--- config.mk ---
export PLATFORM = sky130hd
export DESIGN_NAME = binary_gray_converter_flat
export DESIGN_NICKNAME = d
export VERILOG_FILES = /design/src/rtl/binary_gray_pkg.sv /design/src/rtl/binary_gray_if.sv /design/src/rtl/binary_gray_core.sv /design/src/rtl/binary_gray_converter.sv /design/src/flat_wrapper.sv
export SDC_FILE = /design/constraint.sdc
export NUM_CORES = 1
export LEC_CHECK = 0
export CAP_MARGIN = 10
export CORE_AREA = 2 2 39 41
export DETAILED_ROUTE_END_ITERATION = 7
export DIE_AREA = 0 0 41 43
export SLEW_MARGIN = 20
export SYNTH_ARGS = -nofsm -noshare
export SYNTH_HDL_FRONTEND = slang
export SYNTH_SLANG_ARGS = --single-unit
--- constraint.sdc ---
create_clock -name clk -period 1.7 [get_ports clk]
set_input_delay 0.51 -clock clk [delete_from_list [all_inputs] [get_ports clk]]
set_output_delay 0.51 -clock clk [all_outputs]
set_load 0.02 [all_outputs]
--- src/rtl/binary_gray_pkg.sv ---
// Shared constants for the binary/Gray converter slice.
// Optional feature macro used elsewhere in the slice: GRAY_STEP_CHECK_EN.
package binary_gray_pkg;

  localparam int DEFAULT_WIDTH = 3;

  typedef enum logic {
    MODE_B2G = 1'b0,
    MODE_G2B = 1'b1
  } mode_e;

endpackage

--- src/rtl/binary_gray_if.sv ---
// Data/qualifier bundle between a code producer and the converter.
// step_err exists only when GRAY_STEP_CHECK_EN is defined.
interface binary_gray_if #(
  parameter int WIDTH = binary_gray_pkg::DEFAULT_WIDTH
);
  logic             in_valid;
  logic             mode;
  logic [WIDTH-1:0] din;
  logic [WIDTH-1:0] gray_comb;
  logic             out_valid;
  logic [WIDTH-1:0] dout;
`ifdef GRAY_STEP_CHECK_EN
  logic             step_err;
`endif

  modport master (
    output in_valid, mode, din,
    input  gray_comb, out_valid, dout
`ifdef GRAY_STEP_CHECK_EN
    , input step_err
`endif
  );

  modport slave (
    input  in_valid, mode, din,
    output gray_comb, out_valid, dout
`ifdef GRAY_STEP_CHECK_EN
    , output step_err
`endif
  );
endinterface

--- src/rtl/binary_gray_core.sv ---
// Purely combinational binary->Gray and Gray->binary of one input word.
module binary_gray_core #(
  parameter int WIDTH = binary_gray_pkg::DEFAULT_WIDTH
) (
  input  logic [WIDTH-1:0] din,
  output logic [WIDTH-1:0] b2g,
  output logic [WIDTH-1:0] g2b
);

  assign b2g = din ^ (din >> 1);

  // Each binary bit is the XOR of all Gray bits from the MSB down to it;
  // written per bit so there is no feedback through a shared vector.
  for (genvar i = 0; i < WIDTH; i++) begin : g_prefix
    assign g2b[i] = ^(din >> i);
  end

endmodule

--- src/rtl/binary_gray_converter.sv ---
// Registered bidirectional binary/Gray converter with a zero-latency
// binary->Gray tap. Define GRAY_STEP_CHECK_EN to add step_err, which flags
// consecutive mode-0 results that differ in more than one bit.
module binary_gray_converter
  import binary_gray_pkg::*;
#(
  parameter int WIDTH = DEFAULT_WIDTH
) (
  input logic          clk,
  input logic          rst_n,
  binary_gray_if.slave bus
);

  logic [WIDTH-1:0] b2g;
  logic [WIDTH-1:0] g2b;
  logic [WIDTH-1:0] conv;
  mode_e            mode_sel;

  binary_gray_core #(.WIDTH(WIDTH)) u_core (
    .din (bus.din),
    .b2g (b2g),
    .g2b (g2b)
  );

  assign bus.gray_comb = b2g;
  assign mode_sel      = mode_e'(bus.mode);

  // Select the conversion direction for the sample being registered.
  always_comb begin
    conv = b2g;
    if (mode_sel == MODE_G2B) conv = g2b;
  end

  // Result register; dout only loads on valid so X on an idle din stays out.
  always_ff @(posedge clk or negedge rst_n) begin
    if (!rst_n) begin
      bus.dout      <= '0;
      bus.out_valid <= 1'b0;
    end else begin
      bus.out_valid <= bus.in_valid;
      if (bus.in_valid) bus.dout <= conv;
    end
  end

`ifdef GRAY_STEP_CHECK_EN
  logic [WIDTH-1:0] prev_gray;
  logic             prev_vld;
  logic [WIDTH-1:0] step_diff;
  logic             multi_bit;

  assign step_diff = prev_gray ^ b2g;
  // More than one bit set <=> clearing the lowest set bit leaves something.
  assign multi_bit = |(step_diff & (step_diff - 1'b1));

  // Remember the last mode-0 result; any gap or mode-1 sample breaks the chain.
  always_ff @(posedge clk or negedge rst_n) begin
    if (!rst_n) begin
      prev_gray    <= '0;
      prev_vld     <= 1'b0;
      bus.step_err <= 1'b0;
    end else begin
      bus.step_err <= 1'b0;
      if (bus.in_valid && mode_sel == MODE_B2G) begin
        bus.step_err <= prev_vld && multi_bit;
        prev_gray    <= b2g;
        prev_vld     <= 1'b1;
      end else begin
        prev_vld <= 1'b0;
      end
    end
  end
`endif

endmodule

--- src/flat_wrapper.sv ---
// flat-port wrapper written by rule: the top's interface ports become plain ports
module binary_gray_converter_flat import binary_gray_pkg::*;
#(
  parameter int WIDTH = DEFAULT_WIDTH
)
  (clk, rst_n, bus_in_valid, bus_mode, bus_din, bus_gray_comb, bus_out_valid, bus_dout);
  binary_gray_if #(.WIDTH(WIDTH)) bus_i ();
  input logic clk;
  input logic rst_n;
  input wire logic [$bits(bus_i.in_valid)-1:0] bus_in_valid;
  input wire logic [$bits(bus_i.mode)-1:0] bus_mode;
  input wire logic [$bits(bus_i.din)-1:0] bus_din;
  output wire logic [$bits(bus_i.gray_comb)-1:0] bus_gray_comb;
  output wire logic [$bits(bus_i.out_valid)-1:0] bus_out_valid;
  output wire logic [$bits(bus_i.dout)-1:0] bus_dout;
  assign bus_i.in_valid = bus_in_valid;
  assign bus_i.mode = bus_mode;
  assign bus_i.din = bus_din;
  assign bus_gray_comb = bus_i.gray_comb;
  assign bus_out_valid = bus_i.out_valid;
  assign bus_dout = bus_i.dout;
  binary_gray_converter #(.WIDTH(WIDTH)) u_core (.clk(clk), .rst_n(rst_n), .bus(bus_i));
endmodule
==> run metrics <==
largest net degree at the start of global routing=5; initial antenna violation count=0; status=finished clean; CP endpoint kind=output pin; # clock sinks=4; H-tree Lvls=1; clock transition at the registers of the reported paths=0.04 ns; Diodes inserted=0; P_sw=0.0870 mW; post-layout min period=1.65 ns; P_int=0.238 mW; WHS=0.478 ns; Synth cell types=8; grt total ovfl=0; DRC=0; wire length on met1=183 um; metal2 WL=145 um; Synth area leader=dfrtp_1; area growth from synthesis to layout=89.0%; Largest stage delay, worst path=0.59 ns; worst rel slew slack=84.8%; clk root buf=clkbuf_4; Seq/Total Area, Yosys=54.8%; Clk Latency, worst-skew pair=0.23 ns; clock skew=0 ns; filler cell count=145; drt first pass iters=4; kind of critical path=register to output pin; die width=41 um; Synth Warn #=0; critical-path cell list=clkdlybuf4s50_1; Storage cell area=100 um2; arrival time at the worst endpoint=1.14 ns; met3 wire length=91 um; Crit path max-delay family=buffers and inverters; FF+latch count, synth=4; total track usage=6.16%; first-pass GRT wire length=600 um; HP Class=input port to asynchronous set/reset pin; Worst-Margin Slew=0.228 ns; postcts setup bufs=0; Worst Setup Start Kind=register; die area=1760 um2; uppermost layer routed=met3; DRT antenna net count=0; placed cells=41; dpl cell area=333 um2; critical path peak fanout=1; Slowest-stage cell, CP=clkdlybuf4s50_1; Avg Vias per Cell=3.36; Starting DRT DRC Count=3; fmax=0.608 GHz; Synth Instances=12; row count=14; Peak VDD IR=0.156 mV; Leak=0.179 nW; Pwr Total=0.325 mW; Crit path buffers/inverters=1; Flop pwr share=34.7%; Post-Syn Area=183 um2; CTS Buf Count=3; final worst-path setup slack=0.0543 ns; Comb pwr share=29.8%; Pwr Density=942 nW/um2; Max-cap violations=0; number of global-route vias before repair=154; top cells by area, synth=dfrtp_1 (55%), mux2_2 (12%), xor2_2 (8.9%); Post-DP HPWL=345 um; IO Port Bufs=13; CTS tree=built; Avg Cell Area, Syn=15.2 um2; clock power share=35.5%; core footprint=1380 um2; Worst EP required=1.19 ns; fraction of layout cells with a size suffix above 1=42.9%; I/O pin count=14; Period Utilization, post-route=96.8%; Final Setup Violations=0; routability cong.=0.595; Total Nets Final=37; worst slack, placed=-0.717 ns; syn nets=19; Max Transition Viols Final=0; Die Y=43 um; Starting Density=13.2%; Layout Cells excl Fill=44; Hold Violations, Final=0; Final Instance Area=345 um2; WL per Instance=9.55 um; RSZ-0062 raised after global routing=false; maximum clock insertion buffer count=2; Yosys top cell area share=54.8%; switching share of power=26.8%; area of the multi-input gates=75.1 um2; vias post-DR=148; final WL=420 um
[synthesized netlist by cell type, drive strengths merged]
master / count
nand2: 1
buf: 1
mux2: 3
dfrtp: 4
xor2: 2
xnor2: 1
[metrics by stage]
step           utilization [%]  setup TNS (ns)
6_report                  25.0               0
5_1_grt                   25.0               0
4_1_cts                   24.7               0
3_5_place_dp              24.1           -2.00
3_3_place_gp              24.1           -1.95
2_1_floorplan                -               0
[repair_timing]
action,in CTS,in global routing
endpoints found under the setup margin,3,5
hold buffers,0,0
gates resized for setup,17,5
endpoints found under the hold margin,0,0
pin swaps,1,1
[state kept, by name, summed over array words and instances (netlist names)]
register,cells
u_core.bus.out_valid,1
u_core.bus.dout,3
[cell families (layout without fill, tap and decap cells)]
group / after synthesis / after routing / synth area share, %
flip-flops: 4 / 4 / 54.8
buffers and inverters: 1 / 17 / 4.11
multiplexers: 3 / 3 / 20.5
AND/OR/NAND/NOR: 1 / 1 / 2.05
XOR/XNOR: 3 / 3 / 18.5
[cell type report]
| type | count | area share, % |
|---|---|---|
| Timing Repair Buffer | 14 | 37.0 |
| Multi-Input combinational cell | 7 | 21.7 |
| Sequential cell | 4 | 29.0 |
| Tap cell | 16 | 5.80 |
| Clock buffer | 3 | 6.52 |
[power groups by stage]
stage	Clock, mW	Combinational (mW)	Sequential, mW
2_1_floorplan	0	0.0320	0.130
3_3_place_gp	0	0.105	0.114
3_5_place_dp	0	0.106	0.114
4_1_cts	0.124	0.101	0.113
5_1_grt	0.135	0.104	0.114
6_report	0.116	0.0968	0.113
[worst paths after layout]
path	from	to	slack (ns)	cells past startpoint
max	u_core.bus.out_valid	bus_out_valid	0.05	1
min	rst_n	u_core.bus.dout[1]	0.48	1
max reg2reg	u_core.bus.dout[0]	u_core.bus.dout[0]	0.95	1
min reg2reg	u_core.bus.dout[2]	u_core.bus.dout[2]	0.50	1
max in group asynchronous	rst_n	u_core.bus.dout[0]	1.06	1
min in group clk	u_core.bus.dout[2]	u_core.bus.dout[2]	0.50	1
[cell usage in the layout (no fill, tap or decap), drive strengths merged]
cell           Yosys  layout
clkdlybuf4s50      0       4
dfrtp              4       4
clkbuf             0       4
buf                1       4
dlymetal6s2s       0       3
mux2               3       3
dlygate4sd2        0       2
xor2               2       2
nand2              1       1
xnor2              1       1
[routing by layer]
layer  vias to the layer above  GRT usage [%]
met2                        14           5.63
li1                         72              -
met5                         -              0
met1                        62           6.54
met4                         0           8.00
met3                         0           5.76
Note: power is estimated with default switching activity, not from simulation.
